===== src/rtl/fetch_pkg.sv =====
// fetch_pkg: shared constants and buffer entry type for the instruction fetch unit.
package fetch_pkg;
    localparam int unsigned INSTR_BYTES = 4;
    localparam int unsigned ALIGN_MASK = INSTR_BYTES - 1;
    localparam int ENTRY_ADDR_W = 64;
    localparam int ENTRY_INSTR_W = 32;
    typedef struct packed {
        logic [ENTRY_ADDR_W-1:0]  address;
        logic [ENTRY_INSTR_W-1:0] instruction;
    } fetch_entry_t;
endpackage


===== src/rtl/fetch_fifo.sv =====
// fetch_fifo: circular buffer with push, pop, synchronous flush and occupancy count.
module fetch_fifo #(
    parameter int W = 32,
    parameter int DEPTH = 4
) (
    input  logic                     clk,
    input  logic                     rst_n,
    input  logic                     flush,
    input  logic                     push,
    input  logic [W-1:0]             din,
    input  logic                     pop,
    output logic [W-1:0]             dout,
    output logic [$clog2(DEPTH):0]   count
);
    localparam int PW = $clog2(DEPTH);
    localparam int CW = PW + 1;
    logic [W-1:0] mem [DEPTH];
    logic [PW-1:0] wptr, rptr;
    logic do_pop;
    assign do_pop = pop && count != '0;
    assign dout = mem[rptr];
    always_ff @(posedge clk or negedge rst_n) begin
        if (!rst_n) begin
            wptr <= '0;
            rptr <= '0;
            count <= '0;
        end else if (flush) begin
            wptr <= '0;
            rptr <= '0;
            count <= '0;
        end else begin
            if (push) wptr <= wptr + PW'(1);
            if (do_pop) rptr <= rptr + PW'(1);
            count <= count + CW'(push) - CW'(do_pop);
        end
    end
    always_ff @(posedge clk) begin
        if (push && !flush) mem[wptr] <= din;
    end
    // Credit accounting upstream must keep this buffer from overflowing.
    assert property (@(posedge clk) disable iff (!rst_n)
        !(push && !flush && !do_pop && count == CW'(DEPTH)));
endmodule


===== src/rtl/instruction_fetch_unit.sv =====
// instruction_fetch_unit: in-order fetch with buffering, stall and redirect flush.
// Define FETCH_BYTE_SWAP_EN to byte-reverse each accepted memory word (little-endian image).
module instruction_fetch_unit
    import fetch_pkg::*;
#(
    parameter int instructionWidth = 32,
    parameter int addressSize = 64,
    parameter logic [addressSize-1:0] resetVector = '0,
    parameter int fifoDepth = 4
) (
    input  logic                        clock_i,
    input  logic                        reset_i,
    input  logic                        enable_i,
    input  logic                        stall_i,
    input  logic                        redirect_i,
    input  logic [addressSize-1:0]      redirectAddress_i,
    output logic                        imemReq_o,
    output logic [addressSize-1:0]      imemAddr_o,
    input  logic                        imemGnt_i,
    input  logic                        imemRvalid_i,
    input  logic [instructionWidth-1:0] imemRdata_i,
    output logic [instructionWidth-1:0] instruction_o,
    output logic [addressSize-1:0]      instructionAddress_o,
    output logic                        enable_o
);
    localparam int CW = $clog2(fifoDepth) + 1;
    localparam logic [addressSize-1:0] ALIGN = ~addressSize'(ALIGN_MASK);
    logic [addressSize-1:0] pc, aq_head;
    logic [CW-1:0] outstanding, discard, fifo_count, aq_count;
    logic grant, accept, load;
    logic [instructionWidth-1:0] rdata;
    fetch_entry_t push_entry, head_entry;
    // Credit covers both in-flight requests and buffered words so the buffer never overflows.
    assign imemReq_o = reset_i && enable_i && !redirect_i && (outstanding + fifo_count < CW'(fifoDepth));
    assign imemAddr_o = pc;
    assign grant = imemReq_o && imemGnt_i;
    assign accept = imemRvalid_i && !redirect_i && discard == '0;
    assign load = fifo_count != '0 && (!enable_o || !stall_i);
`ifdef FETCH_BYTE_SWAP_EN
    assign rdata = {<<8{imemRdata_i}};
`else
    assign rdata = imemRdata_i;
`endif
    assign push_entry = '{address: ENTRY_ADDR_W'(aq_head), instruction: ENTRY_INSTR_W'(rdata)};
    fetch_fifo #(.W(addressSize), .DEPTH(fifoDepth)) addr_q (
        .clk(clock_i), .rst_n(reset_i), .flush(redirect_i),
        .push(grant), .din(pc), .pop(accept), .dout(aq_head), .count(aq_count)
    );
    fetch_fifo #(.W($bits(fetch_entry_t)), .DEPTH(fifoDepth)) data_q (
        .clk(clock_i), .rst_n(reset_i), .flush(redirect_i),
        .push(accept), .din(push_entry), .pop(load), .dout(head_entry), .count(fifo_count)
    );
    always_ff @(posedge clock_i or negedge reset_i) begin
        if (!reset_i) begin
            pc <= resetVector & ALIGN;
            outstanding <= '0;
            discard <= '0;
        end else begin
            pc <= redirect_i ? redirectAddress_i & ALIGN : grant ? pc + addressSize'(INSTR_BYTES) : pc;
            outstanding <= outstanding + CW'(grant) - CW'(imemRvalid_i);
            // Requests still in flight at a redirect return stale words that must be dropped.
            discard <= redirect_i ? outstanding - CW'(imemRvalid_i)
                     : (imemRvalid_i && discard != '0) ? discard - CW'(1) : discard;
        end
    end
    always_ff @(posedge clock_i or negedge reset_i) begin
        if (!reset_i) begin
            enable_o <= 1'b0;
            instruction_o <= '0;
            instructionAddress_o <= '0;
        end else if (redirect_i) begin
            enable_o <= 1'b0;
        end else if (load) begin
            enable_o <= 1'b1;
            instruction_o <= instructionWidth'(head_entry.instruction);
            instructionAddress_o <= addressSize'(head_entry.address);
        end else if (!stall_i) begin
            enable_o <= 1'b0;
        end
    end
    assert property (@(posedge clock_i) disable iff (!reset_i) accept |-> aq_count != '0);
endmodule

===== config.mk =====
export PLATFORM = sky130hd
export DESIGN_NAME = instruction_fetch_unit
export DESIGN_NICKNAME = d
export VERILOG_FILES = /design/src/rtl/fetch_pkg.sv /design/src/rtl/fetch_fifo.sv /design/src/rtl/instruction_fetch_unit.sv
export SDC_FILE = /design/constraint.sdc
export NUM_CORES = 1
export LEC_CHECK = 0
export BUFFER_PORTS_ARGS = -buffer_cell sky130_fd_sc_hd__buf_2
export CORE_MARGIN = 2
export CORE_UTILIZATION = 25
export CTS_CLUSTER_DIAMETER = 200
export DETAILED_ROUTE_END_ITERATION = 10
export PLACE_DENSITY = 0.53
export SLEW_MARGIN = 15
export SYNTH_ARGS = -nofsm -noshare
export SYNTH_HDL_FRONTEND = slang
export SYNTH_SLANG_ARGS = --single-unit

===== constraint.sdc =====
create_clock -name clock_i -period 4.01 [get_ports clock_i]
set_input_delay 0.2005 -clock clock_i [delete_from_list [all_inputs] [get_ports clock_i]]
set_output_delay 0.2005 -clock clock_i [all_outputs]
set_load 0.05 [all_outputs]

* Word-level counts from Yosys, hierarchy flattened
Memories as Yosys holds them, arrays and structs flattened. A register that Yosys moved wholly into a read port is not among the register bits. Index checks and enable logic that the tools add are counted.
Cells by class: $add $sub $neg 14, order comparisons 1, equal/unequal tests 1, muxes and demuxes 21, bitwise logic cells 1, reduce and logical (&&, ||, !) cells 27
Operators by type and width (count):
- 64-bit 2-to-1 mux | 2
- 64-bit by 3-bit adder with 64-bit output (second input constant) | 1
- 2-bit 2-to-1 mux | 8
- 1-bit logical AND | 12
- 3-bit 2-to-1 mux | 4
- 3-bit by 1-bit subtractor with 3-bit output | 4
- 2-bit nonzero test | 5
- 3-bit by 1-bit adder with 3-bit output | 3
- 3-bit nonzero test | 3
- 2-bit by 1-bit adder with 2-bit output (second input constant) | 4
- 1-bit 2-to-1 mux | 7
- 1-bit logical NOT | 4
- 3-bit adder | 1
- 3-bit logical NOT | 1
- 3-bit < comparator (second input constant) | 1
- 3-bit by 1-bit inequality test with 1-bit output (second input constant) | 1
- 3-bit by 1-bit subtractor with 3-bit output (second input constant) | 1
- 2-bit AND reduction | 1
- 1-bit logical OR | 1
- 1-bit inverter | 1
Word-level totals: register bits after elaboration 85, memory bits (writable) 640, bits of input ports 103, output and inout port bits 162, word-level logic and storage cells 77, memories kept 2
Memories:
- data_q.mem | depth 4, width 96, rd ports 1, clocked after memory_dff 1, wr ports 1, RTL line fetch_fifo.sv:17 | logic [W-1:0] mem [DEPTH];
- addr_q.mem | depth 4, width 64, rd ports 1, clocked after memory_dff 0, wr ports 1, RTL line fetch_fifo.sv:17

* Depth between registers and ports, before layout
Gate-level depths: netlist (run 1).
depth after elaboration 7, gate-level depth with buffers 12, gate-level depth less buffers 10

* Cells and area by module
From an unflattened synthesis (run 1), not the netlist that was laid out.
Second synthesis, totals: cells, all modules 1653, area, all modules 31876.8 um^2
By module, submodules not included:
- fetch_fifo (data_q) | instances 1, cells each 543, area each 14298.7 um^2, seq. area each 11706.2 um^2
- fetch_fifo (addr_q) | instances 1, cells each 376, area each 9721.8 um^2, seq. area each 7862.5 um^2
- instruction_fetch_unit | instances 1, cells each 734, area each 7856.3 um^2, seq. area each 4129.0 um^2

* Worst setup path before layout (run 1)
OpenSTA, ideal clock, no wires.
path type register to register, start register discard[0], end memory data_q.mem[2][0] (netlist bit) (enable), data arrival time 3.393 ns, setup slack 0.154 ns, cell stages (with the launch flop) 5, path buffers 0, clock period less this slack 3.856 ns, cells stage by stage dfrtp_1 -> inv_1 -> ha_1 -> nor4bb_1 -> and2_1
On the way: cells in the longest elaborated chain, start to end 5
RTL lines:
- start, declared | RTL line instruction_fetch_unit.sv:29 | logic [CW-1:0] outstanding, discard, fifo_count, aq_count;
- start signal, assigned | RTL line instruction_fetch_unit.sv:62 | discard <= redirect_i ? outstanding - CW'(imemRvalid_i)
- 3-bit logical NOT | RTL line instruction_fetch_unit.sv:37 | assign accept = imemRvalid_i && !redirect_i && discard == '0;
- 1-bit logical AND | RTL line instruction_fetch_unit.sv:37
- 1-bit logical AND | RTL line fetch_fifo.sv:38 | if (push && !flush) mem[wptr] <= din;
- 1-bit 2-to-1 mux | RTL line fetch_fifo.sv:38
- 1-bit 2-to-1 mux (not written as such) | RTL line fetch_fifo.sv:38
- end, declared | RTL line fetch_fifo.sv:17
No other way between the ends.

* Final worst setup path (run 1)
start register data_q.count[1], end memory addr_q.mem[0][27] (netlist bit) (enable)
On the way: cells in the longest elaborated chain, start to end 7
RTL lines:
- start, declared | RTL line fetch_fifo.sv:13 | output logic [$clog2(DEPTH):0] count
- start signal, assigned | RTL line fetch_fifo.sv:34 | count <= count + CW'(push) - CW'(do_pop);
- 3-bit adder | RTL line instruction_fetch_unit.sv:34 | assign imemReq_o = reset_i && enable_i && !redirect_i && (outstanding + fifo_count < CW'(fifoDepth));
- 3-bit < comparator | RTL line instruction_fetch_unit.sv:34
- 1-bit logical AND | RTL line instruction_fetch_unit.sv:34
- 1-bit logical AND | RTL line instruction_fetch_unit.sv:36 | assign grant = imemReq_o && imemGnt_i;
- 1-bit logical AND | RTL line fetch_fifo.sv:38
- 1-bit 2-to-1 mux | RTL line fetch_fifo.sv:38
- 1-bit 2-to-1 mux (not written as such) | RTL line fetch_fifo.sv:38
- end, declared | RTL line fetch_fifo.sv:17
No other way between the ends.

==> results of run 1 <==
## stage by stage
stage                     util, %  worst slack [ns]  total power, mW  hold WS, ns  area [µm²]
after floorplan                 -             0.154             14.8      -0.0951       31500
after global placement       27.9              1.06             16.6       0.0500       35000
final                        31.1             0.990             24.9       0.0640       39000
after detailed placement     27.9             0.989             16.7       0.0500       35000
after global routing         31.1             0.813             26.0       0.0973       39000
after CTS                    31.1             0.963             25.3      0.00656       39000
## logic make-up after synthesis
logic type      count (synthesis)
fa+ha+maj                      21
simple gates                  300
xor+xnor                       17
other cells                     1
buf+inv                       113
compound gates                136
flops                         801
mux                           264
## critical path, delay by kind of cell, from the launching register on
kind	cells	cell delay, ns
AO/OA/AOI/OAI	1	0.16
buffers and inverters	3	0.85
adder cells (fa/ha/maj)	1	0.34
AND/OR/NAND/NOR	3	0.85
flip-flops	1	0.44
## final cells by class
class | instances | area (µm²)
clock buffers | 116 | 2400
fillers | 12200 | 86300
well taps | 1650 | 2060
flip-flops and latches | 801 | 23200
multi-input cells | 742 | 7850
inverters | 30 | 113
diodes | 2 | 5.00
clock inverters | 51 | 638
repair buffers | 398 | 2750
## final timing paths
path,start,endpoint,slack [ns],depth (start not counted)
worst max-delay path,data_q.count[1]$_DFF_PN0_,addr_q.mem[0][27]$_DFFE_PP_,0.99,8
worst min-delay path,imemGnt_i,imemAddr_o[53]$_DFFE_PN0N_,0.06,5
worst max register to register,data_q.count[1]$_DFF_PN0_,addr_q.mem[0][27]$_DFFE_PP_,0.99,8
worst min register to register,instruction_o[30]$_DFFE_PN0P_,instruction_o[30]$_DFFE_PN0P_,0.50,1
max in group asynchronous,reset_i,imemAddr_o[4]$_DFFE_PN0N_,2.30,4
min in group asynchronous,reset_i,imemAddr_o[38]$_DFFE_PN0N_,0.26,3
## layout by cell type, fill, tap and decap left out, drive strengths merged, types with 7 or more instances in the layout
master,netlist,final
o21ai,35,35
bufinv,0,12
o311ai,7,7
o31a,12,12
nor2b,7,7
ha,18,18
dfrtp,177,177
nor2,30,30
clkbuf,43,116
o211ai,22,22
a221o,12,12
nand2,88,88
nor3,19,19
and2,11,11
or4,20,20
xnor2,9,9
mux2i,11,11
clkinv,1,29
mux2,97,97
nand3,43,43
a21oi,17,17
or3,15,15
o31ai,8,8
inv,29,34
nor4,16,16
edfxtp,624,624
xor2,8,8
dlygate4sd3,0,98
nand4,32,32
buf,40,300
mux4,156,156
## routing by layer
metal | routed length, µm | track usage (%)
met5 | 0 | 0
met4 | 2080 | 4.26
met3 | 6020 | 2.93
met2 | 41400 | 21.9
met1 | 38600 | 18.4
## cell usage after synthesis, drive strengths merged (4+ instances only)
| library cell | n | area (µm²) |
|---|---|---|
| xnor2 | 9 | 86.3 |
| a21o | 4 | 30.0 |
| dfrtp | 177 | 4430 |
| and2 | 11 | 68.8 |
| inv | 29 | 109 |
| nand4 | 32 | 243 |
| o31a | 12 | 105 |
| nor2 | 30 | 115 |
| or4 | 20 | 154 |
| edfxtp | 624 | 18700 |
| and3 | 5 | 31.3 |
| ha | 18 | 225 |
| nand3 | 43 | 215 |
| o31ai | 8 | 60.1 |
| mux2i | 11 | 110 |
| o211ai | 22 | 170 |
| nand2 | 88 | 330 |
| xor2 | 8 | 70.1 |
| a22oi | 5 | 37.5 |
| mux2 | 97 | 1090 |
| or3 | 15 | 93.8 |
| o311ai | 7 | 61.3 |
| mux4 | 156 | 3510 |
| buf | 40 | 200 |
| clkbuf | 43 | 161 |
| nor4 | 16 | 158 |
| o21ai | 35 | 175 |
| a221o | 12 | 120 |
| a21oi | 17 | 85.1 |
| nor2b | 7 | 43.8 |
| nor3 | 19 | 118 |
## flip-flops by register name (all words and copies together) (netlist names)
| name | count |
|---|---|
| enable_o | 1 |
| addr_q.wptr | 2 |
| data_q.rptr | 2 |
| instruction_o | 32 |
| data_q.count | 3 |
| addr_q.rptr | 2 |
| addr_q.count | 3 |
| imemAddr_o | 62 |
| data_q.mem | 376 |
| addr_q.mem | 248 |
| outstanding | 3 |
| instructionAddress_o | 62 |
| data_q.wptr | 2 |
| discard | 3 |
## power by group through the flow
stage	clock (mW)	combinational, mW	sequential, mW
3_3_place_gp	0	5.97	10.7
4_1_cts	8.67	6.13	10.5
5_1_grt	8.99	6.38	10.6
3_5_place_dp	0	6.04	10.7
2_1_floorplan	0	2.36	12.5
6_report	8.44	5.98	10.5
==> report_table.html, run 1 <==
<table>
<tr><th>Metric</th><th>Value</th></tr>
<tr><th colspan="2">Place</th></tr>
<tr><td>Weighted congestion at the end of routability-driven global placement</td><td>0.811</td></tr>
<tr><td>Port Buffer Count</td><td>258</td></tr>
<tr><td>Detail Placement HPWL</td><td>54.4 mm</td></tr>
<tr><td>Instance count after placement with tap cells included</td><td>3,523</td></tr>
<tr><th colspan="2">STA</th></tr>
<tr><td>Hold violation total from the final report</td><td>0</td></tr>
<tr><td>Slew margin rel.</td><td>35.2%</td></tr>
<tr><td>Accumulated negative setup slack</td><td>0 ns</td></tr>
<tr><td>Final setup vio count</td><td>0</td></tr>
<tr><td>Setup repair after global routing missed its margin</td><td>false</td></tr>
<tr><td>Setup clock skew after layout</td><td>0.0459 ns</td></tr>
<tr><td>Share of the clock period used by the worst path after layout</td><td>75.3%</td></tr>
<tr><td>Number of pins with negative max-slew slack in the final report</td><td>0</td></tr>
<tr><td>Highest Clock Rate</td><td>0.331 GHz</td></tr>
<tr><td>Shortest clock period the worst path allows after layout</td><td>3.02 ns</td></tr>
<tr><td>Slew at the pin closest to its max-slew limit</td><td>0.972 ns</td></tr>
<tr><th colspan="2">Drt</th></tr>
<tr><td>Final routed wirelength across all metal layers</td><td>88.1 mm</td></tr>
<tr><td>Number of optimization iterations in the first detailed-route pass</td><td>7</td></tr>
<tr><td>Antenna viol nets, final</td><td>0</td></tr>
<tr><td>DRC violation count after routing</td><td>0</td></tr>
<tr><td>Via count</td><td>17,500</td></tr>
<tr><td>First-iteration detailed-routing DRC count</td><td>1,391</td></tr>
<tr><td>DR WL/cell</td><td>23.2 µm</td></tr>
<tr><td>Detail-routed via count per cell</td><td>4.62</td></tr>
<tr><th colspan="2">Synth</th></tr>
<tr><td>Synth Flop Type</td><td>edfxtp_1</td></tr>
<tr><td>Largest family of logic cells by synthesized area</td><td>multiplexers</td></tr>
<tr><td>Post-synth ARST share</td><td>22.1%</td></tr>
<tr><td>Post-Syn Area</td><td>31,400 µm²</td></tr>
<tr><td>Count of mapped cells out of synthesis</td><td>1,653</td></tr>
<tr><td>Number of synthesized register bits</td><td>801</td></tr>
<tr><td>Post-Synth XOR/XNOR Area</td><td>0.497%</td></tr>
<tr><td>Area share of fa/ha/maj cells after synthesis</td><td>0.907%</td></tr>
<tr><td>Area fraction in compound gates after synthesis</td><td>3.06%</td></tr>
<tr><td>Synth Area per Inst</td><td>19.0 µm²</td></tr>
<tr><td>Post-synth EDFFs</td><td>624</td></tr>
<tr><td>Simple-gate share of the synthesized area</td><td>5.35%</td></tr>
<tr><td>Mux share of post-synthesis cell area</td><td>15.0%</td></tr>
<tr><td>Post-synthesis sequential area ratio</td><td>73.7%</td></tr>
<tr><td>Number of warnings reported in the yosys synthesis log</td><td>0</td></tr>
<tr><td>Count of cell types in the netlist</td><td>66</td></tr>
<tr><th colspan="2">Final layout</th></tr>
<tr><td>Number of nets at the end of the flow</td><td>2,187</td></tr>
<tr><td>Share of final-layout standard cells stronger than drive strength 1</td><td>33.7%</td></tr>
<tr><td>Number of standard cells in the final layout excluding fillers</td><td>3,790</td></tr>
<tr><td>Synth-to-Final Area Change</td><td>24.0%</td></tr>
<tr><th colspan="2">Power</th></tr>
<tr><td>Net switching power</td><td>8.01 mW</td></tr>
<tr><td>Power share of the combinational group</td><td>24.0%</td></tr>
<tr><td>Pwr Density</td><td>639 nW/µm²</td></tr>
<tr><td>Static power due to leakage</td><td>13.3 nW</td></tr>
<tr><td>Portion of total power attributed to sequential cells</td><td>42.2%</td></tr>
<tr><td>Clock share of power</td><td>33.9%</td></tr>
<tr><td>Worst vdd rail ir drop</td><td>0.000372 V</td></tr>
<tr><td>Internal Pwr Total</td><td>16.9 mW</td></tr>
<tr><td>Sw Ratio</td><td>32.1%</td></tr>
<tr><th colspan="2">Clock network</th></tr>
<tr><td>CTS root buffer</td><td>clkbuf_16</td></tr>
<tr><td>CTS max path bufs</td><td>3</td></tr>
<tr><td>Clock buffer count from CTS</td><td>90</td></tr>
<tr><td>Hold Buf Count CTS</td><td>98</td></tr>
<tr><td>Setup fix buffers added after clock tree synthesis</td><td>0</td></tr>
<tr><td>Clock-pin slew on the worst setup and hold paths</td><td>0.06 ns</td></tr>
<tr><td>Clock sink count</td><td>801</td></tr>
<tr><td>Count of H-tree levels built during CTS</td><td>3</td></tr>
<tr><td>TritonCTS clock tree</td><td>yes</td></tr>
<tr><td>Resized Gates After CTS</td><td>0</td></tr>
<tr><td>Clk Latency, worst-skew pair</td><td>0.69 ns</td></tr>
<tr><th colspan="2">Worst setup path</th></tr>
<tr><td>Sequence of cells on the critical path</td><td>ha_1, a31oi_1, nor3_4, buf_4, or2_1, buf_4, and2_4, buf_4</td></tr>
<tr><td>Slowest cell on the critical path</td><td>dfrtp_1</td></tr>
<tr><td>Critical path's most frequent cell</td><td>buf_4</td></tr>
<tr><td>Crit Path Category</td><td>flip-flop to flip-flop</td></tr>
<tr><td>Peak per-stage delay on the critical path</td><td>0.44 ns</td></tr>
<tr><td>Worst Path Required</td><td>4.34 ns</td></tr>
<tr><td>Crit path max fanout</td><td>17</td></tr>
<tr><td>Critical path arrival</td><td>3.35 ns</td></tr>
<tr><td>Startpoint class of the critical path</td><td>flip-flop</td></tr>
<tr><td>Element type at the critical path end</td><td>flip-flop</td></tr>
<tr><th colspan="2">Floorplanning</th></tr>
<tr><td>Die Span X</td><td>359 µm</td></tr>
<tr><td>Total Die Area</td><td>129,000 µm²</td></tr>
<tr><td>Ports</td><td>265</td></tr>
<tr><td>Vertical extent of the die</td><td>359 µm</td></tr>
<tr><td>Starting density of the core</td><td>25.1%</td></tr>
<tr><td>Core ar.</td><td>125,000 µm²</td></tr>
<tr><td>Std-Cell Rows</td><td>130</td></tr>
<tr><th colspan="2">Global route</th></tr>
<tr><td>Wire length of the first global-routing pass</td><td>127 mm</td></tr>
<tr><td>Global-route usage over all layers</td><td>13.6%</td></tr>
<tr><td>Via count of the first global-routing pass</td><td>18,300</td></tr>
<tr><td>Pin count of the biggest net entering global routing</td><td>95</td></tr>
<tr><td>Total global routing overflow</td><td>0</td></tr>
<tr><td>Number of antenna violations at the first check in global routing</td><td>5</td></tr>
<tr><th colspan="2">Outcome</th></tr>
<tr><td>Status</td><td>finished, final reports clean</td></tr>
<tr><th colspan="2">Hold path</th></tr>
<tr><td>Classification of the worst-slack hold path</td><td>primary input to flip-flop</td></tr>
<tr><th colspan="2">Run</th></tr>
<tr><td>Count of max-cap constraint violations</td><td>0</td></tr>
</table>
Power figures use the tool's default switching activity.
==> inputs of run 2 (changes only) <==
Settings changed: PLACE_DENSITY 0.53 to 0.52.
Clock period 4.01 ns to 2.95 ns, I/O delays scaled along.
==> run 2 against run 1 <==
Wire length shrank 0.94%. Setup slack lost 0.75 ns. Critical path depth shrank 2. Sequential share of layout area shrank 0.45 points. Register-to-register slack lost 0.75 ns. Global-route usage shrank 0.12 points. Count of clock-buffer cells in the layout is the same. Power grew 35%. Final area grew 0.77%. Cell count grew 0.74%. Sequential power grew 35%. Non-clock buffer count grew 35. Largest power group unchanged.
==> report_table.html, run 2 (same netlist as run 1, synthesis figures left out) <==
<table>
<tr><th>Metric</th><th>Value</th></tr>
<tr><th colspan="2">Outcome</th></tr>
<tr><td>Status</td><td>finished, final reports clean</td></tr>
<tr><th colspan="2">Final layout</th></tr>
<tr><td>Synth-to-Final Area Change</td><td>25.0%</td></tr>
<tr><td>Leading cell types in the layout, fill and taps excluded</td><td>edfxtp_1, buf_2, dfrtp_1, mux4_2, dlygate4sd3_1</td></tr>
<tr><td>Number of standard cells in the final layout excluding fillers</td><td>3,818</td></tr>
<tr><td>Number of nets at the end of the flow</td><td>2,219</td></tr>
<tr><td>Share of final-layout standard cells stronger than drive strength 1</td><td>34.8%</td></tr>
<tr><td>Number of flip-flops under the largest register name</td><td>376</td></tr>
<tr><td>Commonest non-fill, non-tap cell in the layout</td><td>edfxtp_1</td></tr>
<tr><td>Register with the most flip-flops</td><td>data_q.mem</td></tr>
<tr><td>Biggest regs</td><td>data_q.mem: 376 flops, addr_q.mem: 248 flops</td></tr>
<tr><th colspan="2">Place</th></tr>
<tr><td>Weighted congestion at the end of routability-driven global placement</td><td>0.843</td></tr>
<tr><td>Instance count after placement with tap cells included</td><td>3,553</td></tr>
<tr><td>Detail Placement HPWL</td><td>56.5 mm</td></tr>
<tr><td>Worst slack at placement</td><td>0.286 ns</td></tr>
<tr><td>Port Buffer Count</td><td>258</td></tr>
<tr><th colspan="2">Global route</th></tr>
<tr><td>Global-route usage over all layers</td><td>13.5%</td></tr>
<tr><td>Number of antenna violations at the first check in global routing</td><td>11</td></tr>
<tr><td>Via count of the first global-routing pass</td><td>18,200</td></tr>
<tr><td>Wire length of the first global-routing pass</td><td>125 mm</td></tr>
<tr><td>Total global routing overflow</td><td>0</td></tr>
<tr><td>Pin count of the biggest net entering global routing</td><td>92</td></tr>
<tr><th colspan="2">Worst setup path</th></tr>
<tr><td>Sequence of cells on the critical path</td><td>ha_1, nand3_1, nor4_4, nand4_2, or4_1, nand3_1</td></tr>
<tr><td>Critical path arrival</td><td>3.30 ns</td></tr>
<tr><td>R2R Path Start</td><td>imemAddr_o[3]$_DFFE_PN0N_</td></tr>
<tr><td>Startpoint of the worst setup timing path</td><td>imemAddr_o[3]$_DFFE_PN0N_</td></tr>
<tr><td>Critical path's most frequent cell</td><td>nand3_1</td></tr>
<tr><td>Crit Path Category</td><td>flip-flop to flip-flop</td></tr>
<tr><td>Crit path max fanout</td><td>8</td></tr>
<tr><td>Slowest cell on the critical path</td><td>nor4_4</td></tr>
<tr><td>Worst Path Required</td><td>3.55 ns</td></tr>
<tr><td>Element type at the critical path end</td><td>flip-flop</td></tr>
<tr><td>Startpoint class of the critical path</td><td>flip-flop</td></tr>
<tr><td>Peak per-stage delay on the critical path</td><td>0.59 ns</td></tr>
<tr><th colspan="2">Floorplanning</th></tr>
<tr><td>Vertical extent of the die</td><td>359 µm</td></tr>
<tr><td>Die Span X</td><td>359 µm</td></tr>
<tr><td>Std-Cell Rows</td><td>130</td></tr>
<tr><td>Starting density of the core</td><td>25.1%</td></tr>
<tr><td>Total Die Area</td><td>129,000 µm²</td></tr>
<tr><td>Core ar.</td><td>125,000 µm²</td></tr>
<tr><td>Ports</td><td>265</td></tr>
<tr><th colspan="2">Drt</th></tr>
<tr><td>Antenna viol nets, final</td><td>0</td></tr>
<tr><td>DR WL/cell</td><td>22.9 µm</td></tr>
<tr><td>Final routed wirelength across all metal layers</td><td>87.3 mm</td></tr>
<tr><td>Number of optimization iterations in the first detailed-route pass</td><td>6</td></tr>
<tr><td>First-iteration detailed-routing DRC count</td><td>1,647</td></tr>
<tr><td>DRC violation count after routing</td><td>0</td></tr>
<tr><td>Detail-routed via count per cell</td><td>4.56</td></tr>
<tr><td>Via count</td><td>17,400</td></tr>
<tr><th colspan="2">Clock network</th></tr>
<tr><td>CTS root buffer</td><td>clkbuf_16</td></tr>
<tr><td>TritonCTS clock tree</td><td>yes</td></tr>
<tr><td>Clock sink count</td><td>801</td></tr>
<tr><td>Clock buffer count from CTS</td><td>87</td></tr>
<tr><td>CTS max path bufs</td><td>3</td></tr>
<tr><td>Clock-pin slew on the worst setup and hold paths</td><td>0.06 ns</td></tr>
<tr><td>Clk Latency, worst-skew pair</td><td>0.67 ns</td></tr>
<tr><td>Count of H-tree levels built during CTS</td><td>3</td></tr>
<tr><th colspan="2">Power</th></tr>
<tr><td>Worst vdd rail ir drop</td><td>0.000474 V</td></tr>
<tr><td>Pwr Density</td><td>855 nW/µm²</td></tr>
<tr><td>Total power draw</td><td>33.6 mW</td></tr>
<tr><td>Static power due to leakage</td><td>13.5 nW</td></tr>
<tr><th colspan="2">STA</th></tr>
<tr><td>Final setup vio count</td><td>0</td></tr>
<tr><td>Number of pins with negative max-slew slack in the final report</td><td>0</td></tr>
<tr><td>Hold violation total from the final report</td><td>0</td></tr>
<tr><td>Highest Clock Rate</td><td>0.369 GHz</td></tr>
<tr><td>Setup clock skew after layout</td><td>0.0390 ns</td></tr>
<tr><td>Setup repair after global routing missed its margin</td><td>false</td></tr>
<tr><td>Setup WS post-layout</td><td>0.243 ns</td></tr>
<tr><td>Slew at the pin closest to its max-slew limit</td><td>1.04 ns</td></tr>
<tr><td>Share of the clock period used by the worst path after layout</td><td>91.8%</td></tr>
<tr><td>Shortest clock period the worst path allows after layout</td><td>2.71 ns</td></tr>
<tr><td>Slew margin rel.</td><td>30.9%</td></tr>
<tr><th colspan="2">Hold path</th></tr>
<tr><td>Classification of the worst-slack hold path</td><td>primary input to flip-flop</td></tr>
<tr><td>Startpoint of the tightest hold check path</td><td>enable_i</td></tr>
<tr><th colspan="2">Run</th></tr>
<tr><td>Count of max-cap constraint violations</td><td>0</td></tr>
</table>
run 2: changes by cell type in the layout (fill, tap and decap cells not counted), moves of 2 or more:
cell,delta
clkinv_1,-2
buf_12,+14
clkbuf_16,-3
bufinv_16,-3
dfrtp_1,-2
clkbuf_8,+6
dlygate4sd3_1,+3
clkbuf_1,-3
clkinv_2,+3
dfrtp_2,+2
inv_6,-2
buf_4,+18
run 2: where the power goes:
group	total, mW	switching [mW]	internal [mW]
combinational	8.33	5.44	2.89
clock	11.0	4.53	6.51
sequential	14.2	0.843	13.4
run 2: stage by stage:
| stage | hold slack [ns] | area (µm²) | setup TNS, ns | util (%) |
|---|---|---|---|---|
| after floorplan | -0.148 | 31500 | -4.16 | - |
| after global placement | 0.358 | 35400 | 0 | 28.2 |
| after detailed placement | 0.364 | 35400 | 0 | 28.2 |
| after CTS | 0.152 | 39300 | 0 | 31.4 |
| after global routing | 0.226 | 39300 | 0 | 31.4 |
| final | 0.215 | 39300 | 0 | 31.4 |
run 2: cell type report:
cell class	instances	area (µm²)
Inverter	30	113
Multi-Input combinational cell	742	7850
Fill cell	12200	85900
Sequential cell	801	23200
Antenna cell	1	2.50
Tap cell	1650	2060
Timing Repair Buffer	433	3190
Clock inverter	45	499
Clock buffer	116	2400
run 2: metal layers:
metal  GRT usage (%)  vias up  wire length [µm]
li1                -     7574                 -
met1            17.8     9166             37600
met2            22.0      544             41900
met3            3.25      119              5920
met4            4.18        6              1860
met5               0        -                44
run 2: worst paths after layout:
path | slack, ns | to | cells past startpoint
worst max-delay path | 0.24 | imemAddr_o[48]$_DFFE_PN0N_ | 6
worst min-delay path | 0.22 | imemAddr_o[53]$_DFFE_PN0N_ | 6
worst max register to register | 0.24 | imemAddr_o[48]$_DFFE_PN0N_ | 6
worst min register to register | 0.50 | instruction_o[15]$_DFFE_PN0P_ | 1
max in group asynchronous | 1.52 | addr_q.rptr[1]$_DFFE_PN0P_ | 4
min in group asynchronous | 0.28 | imemAddr_o[42]$_DFFE_PN0N_ | 3
run 2: worst max-delay path, delay by kind of cell, from the launching register on:
kind                       cells  cell delay, ns
and+or+nand+nor                5            1.95
DFF                            1            0.46
adders and majority gates      1            0.24
run 2: what timing repair did:
item | in CTS | in global routing
hold buffers | 101 | 0
endpoints found under the setup margin | 0 | 1
setup buffers | 0 | 2
hold endpoints to repair | 238 | 0
resized for setup | 0 | 2
==> inputs of run 3 (changes only) <==
Settings changed: GPL_ROUTABILITY_DRIVEN from default to 0, RECOVER_POWER from default to 25.
==> run 3 against run 2 <==
The flow now finishes with violations (max-capacitance violations, max-slew violations). Critical path depth did not move. Non-clock buffer count stayed put. First-iteration DRC count shrank 4.3%. Setup slack got worse by 0.021 ns. Global-route usage unchanged. Register-to-register slack worse by 0.02 ns. Clock skew shrank 0.0011 ns. Clock power is essentially flat. Final area shrank 0.30%. Critical endpoint is now imemAddr_o[58]$_DFFE_PN0N_. Largest power group unchanged. Highest routed layer unchanged.
==> report_table.html, run 3 (same netlist as run 1, synthesis figures left out) <==
<table>
<tr><th>Metric</th><th>Value</th></tr>
<tr><th colspan="2">STA</th></tr>
<tr><td>Share of the clock period used by the worst path after layout</td><td>92.5%</td></tr>
<tr><td>Number of pins with negative max-slew slack in the final report</td><td>25</td></tr>
<tr><td>Setup repair after global routing missed its margin</td><td>false</td></tr>
<tr><td>Final setup vio count</td><td>0</td></tr>
<tr><td>Setup clock skew after layout</td><td>0.0379 ns</td></tr>
<tr><td>Slew margin rel.</td><td>-8.45%</td></tr>
<tr><td>Slew at the pin closest to its max-slew limit</td><td>1.63 ns</td></tr>
<tr><td>Setup WS post-layout</td><td>0.222 ns</td></tr>
<tr><td>Hold violation total from the final report</td><td>0</td></tr>
<tr><td>Highest Clock Rate</td><td>0.367 GHz</td></tr>
<tr><td>Shortest clock period the worst path allows after layout</td><td>2.73 ns</td></tr>
<tr><th colspan="2">Power</th></tr>
<tr><td>Worst vdd rail ir drop</td><td>0.000472 V</td></tr>
<tr><td>Pwr Density</td><td>856 nW/µm²</td></tr>
<tr><td>Static power due to leakage</td><td>13.3 nW</td></tr>
<tr><th colspan="2">Final layout</th></tr>
<tr><td>Fill cell total of the finished layout</td><td>12,200</td></tr>
<tr><td>Leading cell types in the layout, fill and taps excluded</td><td>edfxtp_1, buf_2, dfrtp_1, mux4_2, dlygate4sd3_1</td></tr>
<tr><td>Register with the most flip-flops</td><td>data_q.mem</td></tr>
<tr><td>Biggest regs</td><td>data_q.mem: 376 flops, addr_q.mem: 248 flops</td></tr>
<tr><td>Fin util</td><td>31.3%</td></tr>
<tr><td>Share of final-layout standard cells stronger than drive strength 1</td><td>32.4%</td></tr>
<tr><td>Number of flip-flops under the largest register name</td><td>376</td></tr>
<tr><td>Number of nets at the end of the flow</td><td>2,219</td></tr>
<tr><td>Commonest non-fill, non-tap cell in the layout</td><td>edfxtp_1</td></tr>
<tr><td>Final instance area</td><td>39,200 µm²</td></tr>
<tr><td>Synth-to-Final Area Change</td><td>24.6%</td></tr>
<tr><th colspan="2">Drt</th></tr>
<tr><td>Detail-routed via count per cell</td><td>4.56</td></tr>
<tr><td>Final routed wirelength across all metal layers</td><td>87.2 mm</td></tr>
<tr><td>Number of optimization iterations in the first detailed-route pass</td><td>6</td></tr>
<tr><td>Via count</td><td>17,400</td></tr>
<tr><td>DR WL/cell</td><td>22.8 µm</td></tr>
<tr><td>DRC violation count after routing</td><td>0</td></tr>
<tr><td>Antenna viol nets, final</td><td>0</td></tr>
<tr><td>First-iteration detailed-routing DRC count</td><td>1,576</td></tr>
<tr><th colspan="2">Hold path</th></tr>
<tr><td>Classification of the worst-slack hold path</td><td>primary input to flip-flop</td></tr>
<tr><th colspan="2">Worst setup path</th></tr>
<tr><td>Slowest cell on the critical path</td><td>or4_1</td></tr>
<tr><td>Register-to-register setup slack</td><td>0.22 ns</td></tr>
<tr><td>Startpoint class of the critical path</td><td>flip-flop</td></tr>
<tr><td>Element type at the critical path end</td><td>flip-flop</td></tr>
<tr><td>Startpoint of the worst setup timing path</td><td>imemAddr_o[3]$_DFFE_PN0N_</td></tr>
<tr><td>Worst Path Required</td><td>3.54 ns</td></tr>
<tr><td>Worst r2r path cells</td><td>6</td></tr>
<tr><td>Crit path max fanout</td><td>8</td></tr>
<tr><td>Peak per-stage delay on the critical path</td><td>0.60 ns</td></tr>
<tr><td>Crit Path Category</td><td>flip-flop to flip-flop</td></tr>
<tr><td>Sequence of cells on the critical path</td><td>ha_1, nand3_1, nor4_4, nand4_2, or4_1, nand3_1</td></tr>
<tr><td>Critical path's most frequent cell</td><td>nand3_1</td></tr>
<tr><td>R2R Path Start</td><td>imemAddr_o[3]$_DFFE_PN0N_</td></tr>
<tr><td>Endpoint of the worst register-to-register path</td><td>imemAddr_o[58]$_DFFE_PN0N_</td></tr>
<tr><td>Capturing element of the worst setup path</td><td>imemAddr_o[58]$_DFFE_PN0N_</td></tr>
<tr><td>Critical path arrival</td><td>3.32 ns</td></tr>
<tr><th colspan="2">Global route</th></tr>
<tr><td>Wire length of the first global-routing pass</td><td>125 mm</td></tr>
<tr><td>Via count of the first global-routing pass</td><td>18,200</td></tr>
<tr><td>Number of antenna violations at the first check in global routing</td><td>11</td></tr>
<tr><td>Pin count of the biggest net entering global routing</td><td>92</td></tr>
<tr><td>Global-route usage over all layers</td><td>13.5%</td></tr>
<tr><td>Total global routing overflow</td><td>0</td></tr>
<tr><th colspan="2">Clock network</th></tr>
<tr><td>Clock buffer count from CTS</td><td>87</td></tr>
<tr><td>Clk Latency, worst-skew pair</td><td>0.67 ns</td></tr>
<tr><td>Count of H-tree levels built during CTS</td><td>3</td></tr>
<tr><td>CTS root buffer</td><td>clkbuf_16</td></tr>
<tr><td>TritonCTS clock tree</td><td>yes</td></tr>
<tr><td>Clock sink count</td><td>801</td></tr>
<tr><td>CTS max path bufs</td><td>3</td></tr>
<tr><td>Clock-pin slew on the worst setup and hold paths</td><td>0.06 ns</td></tr>
<tr><th colspan="2">Floorplanning</th></tr>
<tr><td>Vertical extent of the die</td><td>359 µm</td></tr>
<tr><td>Starting density of the core</td><td>25.1%</td></tr>
<tr><td>Total Die Area</td><td>129,000 µm²</td></tr>
<tr><td>Std-Cell Rows</td><td>130</td></tr>
<tr><td>Core ar.</td><td>125,000 µm²</td></tr>
<tr><td>Die Span X</td><td>359 µm</td></tr>
<tr><td>Ports</td><td>265</td></tr>
<tr><th colspan="2">Outcome</th></tr>
<tr><td>Violated checks</td><td>max-capacitance violations, max-slew violations</td></tr>
<tr><td>Status</td><td>finished, violations left</td></tr>
<tr><th colspan="2">Place</th></tr>
<tr><td>Port Buffer Count</td><td>258</td></tr>
<tr><td>Area of placed instances</td><td>35,400 µm²</td></tr>
<tr><td>Worst slack at placement</td><td>0.286 ns</td></tr>
<tr><td>Detail Placement HPWL</td><td>56.5 mm</td></tr>
<tr><th colspan="2">Run</th></tr>
<tr><td>Count of max-cap constraint violations</td><td>1</td></tr>
</table>
## run 3: cell types whose count changed in the layout (fill, tap and decap cells not counted), sizes merged
cell / change
diode: +2
clkbuf: +51
buf: -51
## run 3: report_power, final
part	leakage (nW)	internal, mW	switching, mW
Sequential	7.75	13.4	0.841
Combinational	4.14	2.85	5.44
Clock	1.41	6.51	4.53
Total	13.3	22.7	10.8
## run 3: metrics by stage
step           hold slack [ns]  power [mW]  instances  TNS [ns]
2_1_floorplan           -0.148        20.1       1656     -4.16
3_3_place_gp             0.358        22.7       3553         0
3_5_place_dp             0.364        22.9       3553         0
4_1_cts                  0.152        34.2       3815         0
5_1_grt                  0.226        35.0       3819         0
6_report                 0.215        33.6       3820         0
## run 3: final cells by class
cell class / count / area, µm² / share of cell area (%)
flip-flops and latches: 801 / 23200 / 59.2
inverters: 30 / 113 / 0.287
clock inverters: 45 / 499 / 1.27
repair buffers: 433 / 3070 / 7.84
well taps: 1650 / 2060 / 5.27
multi-input cells: 742 / 7850 / 20.0
clock buffers: 116 / 2400 / 6.12
diodes: 3 / 7.51 / 0.0192
## run 3: how the worst min path moves through the flow
stage / from / end / slack, ns / cells past startpoint
2_1_floorplan: reset_i / addr_q.count[0]$_DFF_PN0_ / -0.15 / 0
6_report: enable_i / imemAddr_o[53]$_DFFE_PN0N_ / 0.22 / 6
3_5_place_dp: imemRdata_i[27] / data_q.mem[2][27]$_DFFE_PP_ / 0.36 / 1
3_3_place_gp: imemRdata_i[27] / data_q.mem[3][27]$_DFFE_PP_ / 0.36 / 1
4_1_cts: imemGnt_i / imemAddr_o[53]$_DFFE_PN0N_ / 0.15 / 6
5_1_grt: enable_i / imemAddr_o[53]$_DFFE_PN0N_ / 0.23 / 6
## run 3: what timing repair did
action,4_1_cts,5_1_grt
buffers inserted,0,2
gates resized for setup,0,2
endpoints found under the setup margin,0,1
hold buffers,101,0
hold endpoints to repair,238,0
## run 3: metal layers
metal	GRT usage [%]	up-vias	share of wire (%)
met3	3.25	114	6.9
met4	4.18	6	2.2
met1	17.8	9166	43
met2	22.0	561	48
met5	0	-	0.039
li1	-	7577	-
## run 3: critical path: cells and delay by family, from the launching register on
family | cells | cell delay (ns)
simple gates | 5 | 1.97
flops | 1 | 0.46
fa+ha+maj | 1 | 0.24
